===== config.mk =====
export PLATFORM = sky130hd
export DESIGN_NAME = ball_motion
export DESIGN_NICKNAME = d
export VERILOG_FILES = /design/src/rtl/bb_pkg.sv /design/src/rtl/ball_sprite_scan.sv /design/src/rtl/ball_motion.sv
export SDC_FILE = /design/constraint.sdc
export NUM_CORES = 1
export LEC_CHECK = 0
export ABC_AREA = 1
export BUFFER_PORTS_ARGS = -buffer_cell sky130_fd_sc_hd__buf_2
export CAP_MARGIN = 0
export CORE_MARGIN = 3
export CORE_UTILIZATION = 38
export DETAILED_ROUTE_END_ITERATION = 7
export MAX_ROUTING_LAYER = met4
export SLEW_MARGIN = 20
export SYNTH_ARGS = -nofsm -noshare
export SYNTH_HDL_FRONTEND = slang
export SYNTH_SLANG_ARGS = --single-unit

===== constraint.sdc =====
create_clock -name Clock -period 6.7 [get_ports Clock]
set_clock_uncertainty 0.15 [all_clocks]
set_input_delay 1.005 -clock Clock [delete_from_list [all_inputs] [get_ports Clock]]
set_output_delay 1.005 -clock Clock [all_outputs]
set_load 0.01 [all_outputs]

===== src/rtl/bb_pkg.sv =====
// Shared constants, velocity field layout and FSM states for the brick-breaker
// ball datapath.
package bb_pkg;

  // Playfield defaults.
  localparam int unsigned SCREEN_W_DEF = 160;
  localparam int unsigned SCREEN_H_DEF = 120;

  // Bus widths of the ball stage.
  localparam int unsigned X_W = 8;
  localparam int unsigned Y_W = 7;
  localparam int unsigned V_W = 3;

  // Velocity word: bit VDIR is the direction (1 = +axis), [VMAG_HI:VMAG_LO] magnitude.
  localparam int unsigned VDIR    = 2;
  localparam int unsigned VMAG_HI = 1;
  localparam int unsigned VMAG_LO = 0;

  // Colours.
  localparam logic [2:0] COLOR_BLACK = 3'b000;
  localparam logic [2:0] COLOR_WHITE = 3'b111;

  typedef enum logic [2:0] {
    ST_IDLE,
    ST_DRAW,
    ST_WAIT_TICK,
    ST_ERASE,
    ST_MOVE
  } state_t;

  // Saturating magnitude increment.
  function automatic logic [1:0] mag_inc(input logic [1:0] m);
    return (m == 2'd3) ? m : m + 2'd1;
  endfunction

endpackage


===== src/rtl/ball_sprite_scan.sv =====
// Row-major BALL_SIZE x BALL_SIZE pixel scan used for both erase and draw.
// A start pulse arms the scan; pixel 0 is presented in the following cycle.
module ball_sprite_scan
  import bb_pkg::*;
#(
  parameter int unsigned BALL_SIZE = 2
) (
  input  logic           Clock,
  input  logic           Resetn,
  input  logic           start,
  input  logic [X_W-1:0] base_x,
  input  logic [Y_W-1:0] base_y,
  output logic [X_W-1:0] pix_x_c,
  output logic [Y_W-1:0] pix_y_c,
  output logic           valid_c,
  output logic           done_c
);

  localparam int unsigned CW = (BALL_SIZE > 1) ? $clog2(BALL_SIZE) : 1;
  localparam logic [CW-1:0] LAST = CW'(BALL_SIZE - 1);

  logic [CW-1:0] col;
  logic [CW-1:0] row;
  logic          busy;

  // Pixel address follows the base, which is stable for the whole scan.
  assign pix_x_c = base_x + X_W'(col);
  assign pix_y_c = base_y + Y_W'(row);
  assign valid_c = busy;
  assign done_c  = busy && (col == LAST) && (row == LAST);

  // Column counter wraps into the row counter; the scan ends after the last pixel.
  always_ff @(posedge Clock) begin
    if (!Resetn) begin
      busy <= 1'b0;
      col  <= '0;
      row  <= '0;
    end else if (start) begin
      busy <= 1'b1;
      col  <= '0;
      row  <= '0;
    end else if (busy) begin
      if (col == LAST) begin
        col <= '0;
        if (row == LAST) begin
          row  <= '0;
          busy <= 1'b0;
        end else begin
          row <= row + CW'(1);
        end
      end else begin
        col <= col + CW'(1);
      end
    end
  end

endmodule


===== src/rtl/ball_motion.sv =====
// Ball physics and sprite stage: owns position/velocity, steps once per frame
// tick, reflects off walls, paddle and brick collision flags, and streams a
// sprite erase/draw to the plot arbiter.
// Optional feature: define BALL_SPEEDUP_EN to raise the ball speed every 8th
// brick hit (saturating at magnitude 3).
module ball_motion
  import bb_pkg::*;
#(
  parameter int unsigned SCREEN_W   = SCREEN_W_DEF,
  parameter int unsigned SCREEN_H   = SCREEN_H_DEF,
  parameter int unsigned BALL_SIZE  = 2,
  parameter int unsigned PADDLE_Y   = 112,
  parameter int unsigned PADDLE_W   = 16,
  parameter logic [2:0]  BALL_COLOR = COLOR_WHITE
) (
  input  logic       Clock,
  input  logic       Resetn,
  input  logic       frame_tick,
  input  logic       launch,
  input  logic [7:0] paddle_x,
  input  logic       cX,
  input  logic       cY,
  output logic [7:0] ballX,
  output logic [6:0] ballY,
  output logic [2:0] vx,
  output logic [2:0] vy,
  output logic [7:0] outX,
  output logic [6:0] outY,
  output logic [2:0] outCOLOR,
  output logic       plot,
  output logic       miss,
  output logic       active
);

  localparam logic signed [8:0] X_MAX = 9'(SCREEN_W - BALL_SIZE);
  localparam logic signed [8:0] Y_MAX = 9'(SCREEN_H - BALL_SIZE);
  localparam logic [9:0] BS10 = 10'(BALL_SIZE);
  localparam logic [9:0] PY10 = 10'(PADDLE_Y);
  localparam logic [9:0] PW10 = 10'(PADDLE_W);
  localparam logic [X_W-1:0] LAUNCH_OFS = X_W'(PADDLE_W / 2 - BALL_SIZE / 2);
  localparam logic [Y_W-1:0] REST_Y     = Y_W'(PADDLE_Y - BALL_SIZE);
  localparam logic [X_W-1:0] RESET_X    = X_W'(SCREEN_W / 2 - 1);
  localparam logic [V_W-1:0] VX_LAUNCH  = 3'b101;
  localparam logic [V_W-1:0] VY_LAUNCH  = 3'b001;

  state_t state;
  logic   tick_pend;
  logic   cx_lat;
  logic   cy_lat;

`ifdef BALL_SPEEDUP_EN
  logic [2:0] hit_cnt;
`endif

  logic [X_W-1:0] pix_x_c;
  logic [Y_W-1:0] pix_y_c;
  logic           scan_valid_c;
  logic           scan_done_c;
  logic           scan_start_c;

  logic signed [8:0] bx, by, mag_x, mag_y, nx, ny;
  logic [9:0]        nxu, nyu, prev_bot, px10;
  logic [V_W-1:0]    vx_n, vy_n;
  logic [X_W-1:0]    new_x;
  logic [Y_W-1:0]    new_y;
  logic              paddle_hit_c;
  logic              miss_c;

  ball_sprite_scan #(
    .BALL_SIZE(BALL_SIZE)
  ) u_scan (
    .Clock  (Clock),
    .Resetn (Resetn),
    .start  (scan_start_c),
    .base_x (ballX),
    .base_y (ballY),
    .pix_x_c(pix_x_c),
    .pix_y_c(pix_y_c),
    .valid_c(scan_valid_c),
    .done_c (scan_done_c)
  );

  // One MOVE step: brick flips, axis step, wall clamps, paddle bounce, miss.
  always_comb begin
    vx_n         = vx;
    vy_n         = vy;
    vx_n[VDIR]   = vx[VDIR] ^ cx_lat;
    vy_n[VDIR]   = vy[VDIR] ^ cy_lat;
    bx           = 9'(ballX);
    by           = 9'(ballY);
    mag_x        = 9'(vx[VMAG_HI:VMAG_LO]);
    mag_y        = 9'(vy[VMAG_HI:VMAG_LO]);
    nx           = vx_n[VDIR] ? (bx + mag_x) : (bx - mag_x);
    ny           = vy_n[VDIR] ? (by + mag_y) : (by - mag_y);
    if (nx < 9'sd0) begin
      nx         = 9'sd0;
      vx_n[VDIR] = 1'b1;
    end else if (nx > X_MAX) begin
      nx         = X_MAX;
      vx_n[VDIR] = 1'b0;
    end
    if (ny < 9'sd0) begin
      ny         = 9'sd0;
      vy_n[VDIR] = 1'b1;
    end
    // Both axes are non-negative after the clamps, so unsigned compares are safe.
    nxu          = 10'($unsigned(nx));
    nyu          = 10'($unsigned(ny));
    prev_bot     = 10'(ballY) + BS10;
    px10         = 10'(paddle_x);
    paddle_hit_c = vy_n[VDIR] && (nyu + BS10 >= PY10) && (prev_bot <= PY10) &&
                   (nxu + BS10 > px10) && (nxu < px10 + PW10);
    new_x        = X_W'(nxu);
    new_y        = Y_W'(nyu);
    if (paddle_hit_c) begin
      new_y      = REST_Y;
      vy_n[VDIR] = 1'b0;
    end
    miss_c       = !paddle_hit_c && (ny > Y_MAX);
`ifdef BALL_SPEEDUP_EN
    if ((cx_lat || cy_lat) && (hit_cnt == 3'd7)) begin
      vx_n[VMAG_HI:VMAG_LO] = mag_inc(vx[VMAG_HI:VMAG_LO]);
      vy_n[VMAG_HI:VMAG_LO] = mag_inc(vy[VMAG_HI:VMAG_LO]);
    end
`endif
  end

  // A scan is armed in the cycle that commits a transition into DRAW or ERASE.
  always_comb begin
    scan_start_c = 1'b0;
    case (state)
      ST_IDLE:      scan_start_c = launch;
      ST_WAIT_TICK: scan_start_c = tick_pend;
      ST_MOVE:      scan_start_c = !miss_c;
      default:      scan_start_c = 1'b0;
    endcase
  end

  // Control FSM with ball state, tick and collision latches.
  always_ff @(posedge Clock) begin
    if (!Resetn) begin
      state     <= ST_IDLE;
      ballX     <= RESET_X;
      ballY     <= REST_Y;
      vx        <= VX_LAUNCH;
      vy        <= VY_LAUNCH;
      tick_pend <= 1'b0;
      cx_lat    <= 1'b0;
      cy_lat    <= 1'b0;
      miss      <= 1'b0;
      active    <= 1'b0;
`ifdef BALL_SPEEDUP_EN
      hit_cnt   <= 3'd0;
`endif
    end else begin
      miss <= 1'b0;
      if (state == ST_IDLE) begin
        cx_lat    <= 1'b0;
        cy_lat    <= 1'b0;
        tick_pend <= 1'b0;
      end else begin
        // MOVE consumes the latches but keeps a pulse arriving in that cycle.
        if (state == ST_MOVE) begin
          cx_lat <= cX;
          cy_lat <= cY;
        end else begin
          cx_lat <= cx_lat | cX;
          cy_lat <= cy_lat | cY;
        end
        // Entry to ERASE wins over a coincident tick, which is dropped.
        if ((state == ST_WAIT_TICK) && tick_pend) begin
          tick_pend <= 1'b0;
        end else if (frame_tick) begin
          tick_pend <= 1'b1;
        end
      end

      case (state)
        ST_IDLE: begin
          if (launch) begin
            ballX  <= paddle_x + LAUNCH_OFS;
            ballY  <= REST_Y;
            vx     <= VX_LAUNCH;
            vy     <= VY_LAUNCH;
            active <= 1'b1;
            state  <= ST_DRAW;
`ifdef BALL_SPEEDUP_EN
            hit_cnt <= 3'd0;
`endif
          end
        end
        ST_DRAW: begin
          if (scan_done_c) state <= ST_WAIT_TICK;
        end
        ST_WAIT_TICK: begin
          if (tick_pend) state <= ST_ERASE;
        end
        ST_ERASE: begin
          if (scan_done_c) state <= ST_MOVE;
        end
        ST_MOVE: begin
          if (miss_c) begin
            // Sprite is already erased; position and velocity are frozen.
            miss   <= 1'b1;
            active <= 1'b0;
            state  <= ST_IDLE;
          end else begin
            ballX <= new_x;
            ballY <= new_y;
            vx    <= vx_n;
            vy    <= vy_n;
            state <= ST_DRAW;
`ifdef BALL_SPEEDUP_EN
            if (cx_lat || cy_lat) hit_cnt <= hit_cnt + 3'd1;
`endif
          end
        end
        default: state <= ST_IDLE;
      endcase
    end
  end

  // Registered pixel stream: white while drawing, black while erasing.
  always_ff @(posedge Clock) begin
    if (!Resetn) begin
      outX     <= '0;
      outY     <= '0;
      outCOLOR <= COLOR_BLACK;
      plot     <= 1'b0;
    end else begin
      plot <= scan_valid_c && ((state == ST_DRAW) || (state == ST_ERASE));
      if (scan_valid_c) begin
        outX     <= pix_x_c;
        outY     <= pix_y_c;
        outCOLOR <= (state == ST_DRAW) ? BALL_COLOR : COLOR_BLACK;
      end
    end
  end

endmodule


==> run metrics, run 1 <==
Setup crit end kind=flop; maximum clock path buffer count=2; Nets=683; RSZ-0062 raised after global routing=no; Lkg Pwr=2.342 nW; Detail Route Antenna Nets=0; Post-synth EDFFs=0; DRC viols=0; n_diodes=0; commonest non-fill, non-tap cells in the layout=118 x nand2_1, 89 x inv_1, 68 x nor2_1; crit path DAT=5.50 ns; final hold vios=0; share of cells above drive strength 1=13.84%; num ports=56; drt first pass iters=5; CTS Buf Count=5; Syn. warnings=0; Vias per Instance=4.995; CTS root buffer=clkbuf_8; Yosys reg bits=46; most common flop cell mapped by yosys=dfxtp_1; vias in the first global route=3606; CTS tree=done; largest cells by area after synthesis=dfxtp_1 24%, nand2_1 11%, ha_1 11%, nand3_1 8.7%, inv_1 8.6%; DP HPWL=8.112 mm; Synth Cell Area=3867 µm²; Site Rows=36; GRT Util Overall=18.33%; CP dominant cell by count=nand2_1; maximum fanout along the worst path=27; slowest stage delay, CP=0.66 ns; CTS Hold Buffers Added=0; Pins Over Slew Limit=0; top cell type's share of synthesized area=23.81%; Cells after Synth=596; crit share post-route=80.89%; Syn Area/Cell=6.489 µm²; FMAX=184.5 MHz; Total Neg Setup Slack=0 ns; die height=106.9 µm; CP Launch Type=flop; first-pass GRT wire length=16.68 mm; PD cells=373.3 nW/µm²; drt wl/cell=13.30 µm; Hold Crit Class=flop to flop; post-CTS setup buffers=0; CP Data Required Time=6.78 ns; largest net degree at the start of global routing=34; slew at the pin closest to its max-slew limit=0.8530 ns; Tmin final=5.420 ns; global route overflow=0; register area share after synthesis=23.81%; Synth cell types=46; Core Region=9819 µm²; IO buf count=53; Total Wirelength=10.23 mm; antenna violations before repair=0; CTS H-tree depth=2; final core utilization=43.50%; CTS Sinks=46; clock-pin slew on the worst setup and hold paths=0.08 ns; async set or reset register ratio after synthesis=0%; critical path type=flop to flop; area grow syn2layout=10.45%; commonest non-fill, non-tap cell in the layout=nand2_1; routability-driven placement congestion ratio=0.9051; die area=11420 µm²; maximum VDD drop=247.5 µV; Initial Util=39.39%; Die W=106.9 µm; Worst slew margin=43.06%; Setup Viol. Count Final=0; slowest stage cell, crit path=dfxtp_1; initial drt markers=155; status=completed; vias after detailed routing=3841; post_cts resized=0; Skew-Pair Late Insertion Delay=0.29 ns; max-cap violation count=0; post-synth top area cell=dfxtp_1
==> metal layers <==
layer  up-vias  share of wire [%]  track usage, %
met5         -                  0               -
met1      1769                 48           23.94
met4         0                1.0           4.201
li1       1993                  -               -
met3         8                3.1           2.408
met2        71                 48           30.40
==> cell usage after synthesis (3+ instances only) <==
master / n
nand2_1: 118
inv_1: 89
nor2_1: 68
nand3_1: 67
dfxtp_1: 46
o21ai_0: 36
ha_1: 33
xor2_1: 25
a21oi_1: 15
clkbuf_1: 12
nand2_2: 11
nor3_1: 11
buf_4: 6
nand4_1: 6
inv_2: 4
nand3_2: 4
o211ai_1: 4
o32ai_1: 3
xnor2_1: 3
==> cell type report <==
type / count / area [µm²]
well taps: 133 / 166.4
multi-input cells: 434 / 2471
inverters: 95 / 356.6
clock inverters: 1 / 5.005
flip-flops and latches: 46 / 920.9
clock buffers: 7 / 86.33
fillers: 1096 / 5548
repair buffers: 53 / 265.3
==> where the power goes <==
part	switching, mW	internal (mW)	leakage, nW	total (mW)
sequential	0.0712	0.326	0.379	0.397
clock	0.0907	0.0834	0.0482	0.174
combinational	0.650	0.373	1.91	1.02
total	0.812	0.783	2.34	1.59
==> state kept, by name, summed over array words and instances (netlist names), 2 cells and up <==
register / count
ballX: 8
outX: 8
ballY: 7
outY: 7
state: 3
vx: 2
==> path summary, 6_finish.rpt <==
path / start / endpoint / slack, ns / cells after the start
worst min register to register: outY[4]$_SDFFE_PN0P_ / outY[4]$_SDFFE_PN0P_ / 0.35 / 2
worst min-delay path: outY[4]$_SDFFE_PN0P_ / outY[4]$_SDFFE_PN0P_ / 0.35 / 2
worst max register to register: vx[0]$_SDFFE_PN1P_ / ballY[5]$_SDFFE_PN1P_ / 1.28 / 36
worst max-delay path: vx[0]$_SDFFE_PN1P_ / ballY[5]$_SDFFE_PN1P_ / 1.28 / 36
==> metrics by stage <==
stage | instances | instance area (µm²) | hold slack (ns) | power (mW) | worst slack [ns]
global route | 769 | 4272 | 0.3659 | 1.777 | 0.6911
detailed placement | 761 | 4180 | 0.3284 | 1.426 | 1.347
finish | 769 | 4272 | 0.3460 | 1.595 | 1.280
global placement | 761 | 4180 | 0.3098 | 1.416 | 1.615
CTS | 769 | 4272 | 0.3524 | 1.603 | 1.328
floorplan | 597 | 3871 | 0.3222 | 1.174 | 1.964
==> logic make-up (layout without fill, tap and decap cells) <==
group | count (synthesis) | after routing | share of synthesized area (%)
AND/OR/NAND/NOR | 293 | 293 | 33.68
buffers and inverters | 117 | 156 | 12.39
AO/OA/AOI/OAI | 76 | 76 | 12.07
flip-flops | 46 | 46 | 23.81
adder cells (fa/ha/maj) | 34 | 34 | 11.19
XOR/XNOR | 29 | 29 | 6.762
other | 1 | 2 | 0.09696
==> worst max-delay path: cells and delay by family (launching register included) <==
| family | cells | cell delay, ns |
|---|---|---|
| xor+xnor | 1 | 0.20 |
| compound gates | 5 | 0.83 |
| fa+ha+maj | 3 | 0.67 |
| buf+inv | 7 | 0.58 |
| simple gates | 20 | 2.28 |
| flops | 1 | 0.66 |
No activity file was read; power rests on OpenSTA's default activity.
==> run 2, diff against run 1 <==
clock period = 4.3 ns   (was 6.7 ns; I/O delays follow)
==> run metrics, run 2 (synthesis results as in run 1) <==
commonest non-fill, non-tap cells in the layout=111 x nand2_1, 80 x inv_1, 67 x buf_4; DRC viols=0; area grow syn2layout=31.83%; Cells after DPL=821; final hold vios=0; CTS tree=done; Detail Route Antenna Nets=0; CP Launch Type=flop; routability-driven placement congestion ratio=0.8527; Hold Crit Class=flop to flop; maximum VDD drop=389.7 µV; status=complete, but fails checks; crit path DAT=4.53 ns; Site Rows=36; clock-pin slew on the worst setup and hold paths=0.09 ns; CTS Sinks=46; slew at the pin closest to its max-slew limit=0.9593 ns; CTS Buf Count=5; CP dominant cell by count=nand2_2; RSZ-0062 raised after global routing=yes; Setup crit end kind=flop; max-cap violation count=0; commonest non-fill, non-tap cell in the layout=nand2_1; CP Data Required Time=4.31 ns; maximum clock path buffer count=2; FMAX=221.5 MHz; maximum fanout along the worst path=8; critical path type=flop to flop; drt first pass iters=4; CTS Hold Buffers Added=0; vias in the first global route=3899; Core Region=9819 µm²; Tmin final=4.515 ns; crit share post-route=105.0%; slowest stage delay, CP=0.38 ns; power after layout=3.304 mW; GRT Util Overall=19.65%; Die W=106.9 µm; Total Neg Setup Slack=-3.975 ns; initial drt markers=205; final std cells w/o fill=840; IO buf count=53; first-pass GRT wire length=17.92 mm; die area=11420 µm²; Worst slew margin=35.81%; failing checks=negative setup slack; Setup Viol. Count Final=22; CTS root buffer=clkbuf_8; share of cells above drive strength 1=29.84%; Total Wirelength=10.84 mm; Vias per Instance=4.902; Skew-Pair Late Insertion Delay=0.31 ns; n_diodes=0; Area after DPL=4723 µm²; worst setup margin=-0.2150 ns; Nets=754; DP HPWL=8.664 mm; antenna violations before repair=0; num ports=56; PD cells=648.1 nW/µm²; biggest regs=ballX x8, outX x8; vias after detailed routing=4118; Lkg Pwr=2.753 nW; slowest stage cell, crit path=dfxtp_4; final core utilization=51.92%; Initial Util=39.39%; die height=106.9 µm; final instance area=5099 µm²; global route overflow=0; largest net degree at the start of global routing=34; drt wl/cell=12.91 µm; CTS H-tree depth=2; Pins Over Slew Limit=0
[run 2: changes by cell type in the layout (fill, tap and decap cells not counted), moves of 7 or more]
cell,before,now
buf_4,0,67
inv_2,4,11
nand3_1,67,52
nand2_1,118,111
nand3_2,4,19
inv_1,89,80
[run 2: through the flow]
stage | hold WS (ns) | setup slack (ns)
after CTS | 0.3440 | -0.2182
after detailed placement | 0.3300 | -0.4106
after global routing | 0.3845 | -0.5624
after floorplan | 0.3222 | -0.1621
final | 0.3419 | -0.2150
after global placement | 0.3135 | -0.3330
[run 2: report_power, final]
part	total, mW	internal [mW]	switching, mW
logic	2.38	1.10	1.29
clock network	0.328	0.174	0.154
registers	0.593	0.508	0.0843
[run 2: path summary, 6_finish.rpt]
kind,start,endpoint,slack [ns],cells past startpoint
worst max-delay path,vx[2]$_SDFFE_PN1P_,ballX[2]$_SDFFE_PN1P_,-0.22,40
worst min-delay path,outCOLOR[1]$_SDFFE_PN0P_,outCOLOR[1]$_SDFFE_PN0P_,0.34,2
worst max register to register,vx[2]$_SDFFE_PN1P_,ballX[2]$_SDFFE_PN1P_,-0.22,40
worst min register to register,outCOLOR[1]$_SDFFE_PN0P_,outCOLOR[1]$_SDFFE_PN0P_,0.34,2
[run 2: critical path: cells and delay by family (launching register included)]
family / cells / cell delay (ns)
AO/OA/AOI/OAI: 5 / 0.73
buffers and inverters: 10 / 0.82
AND/OR/NAND/NOR: 22 / 1.72
flip-flops: 1 / 0.38
adder cells (fa/ha/maj): 3 / 0.58
[run 2: layout make-up]
class	count	area [µm²]
multi-input cells	434	2695
inverters	95	361.6
repair buffers	124	833.3
fillers	1052	4721
clock inverters	3	43.79
well taps	133	166.4
flip-flops and latches	46	929.6
clock buffers	5	68.82
[run 2: repair_timing]
item                       CTS  global route
gates resized for setup     18            24
setup endpoints to repair   23            23
gates cloned                 1             0
hold endpoints to repair     0             0
pin swaps                   17             9
setup buffers                8             2
[run 2: metal layers]
metal | track usage, % | share of wire [%] | wire length, µm
met1 | 25.05 | 46 | 4994
met2 | 33.18 | 49 | 5309
met3 | 2.529 | 3.3 | 362
met4 | 4.840 | 1.6 | 176
met5 | - | 0 | 0
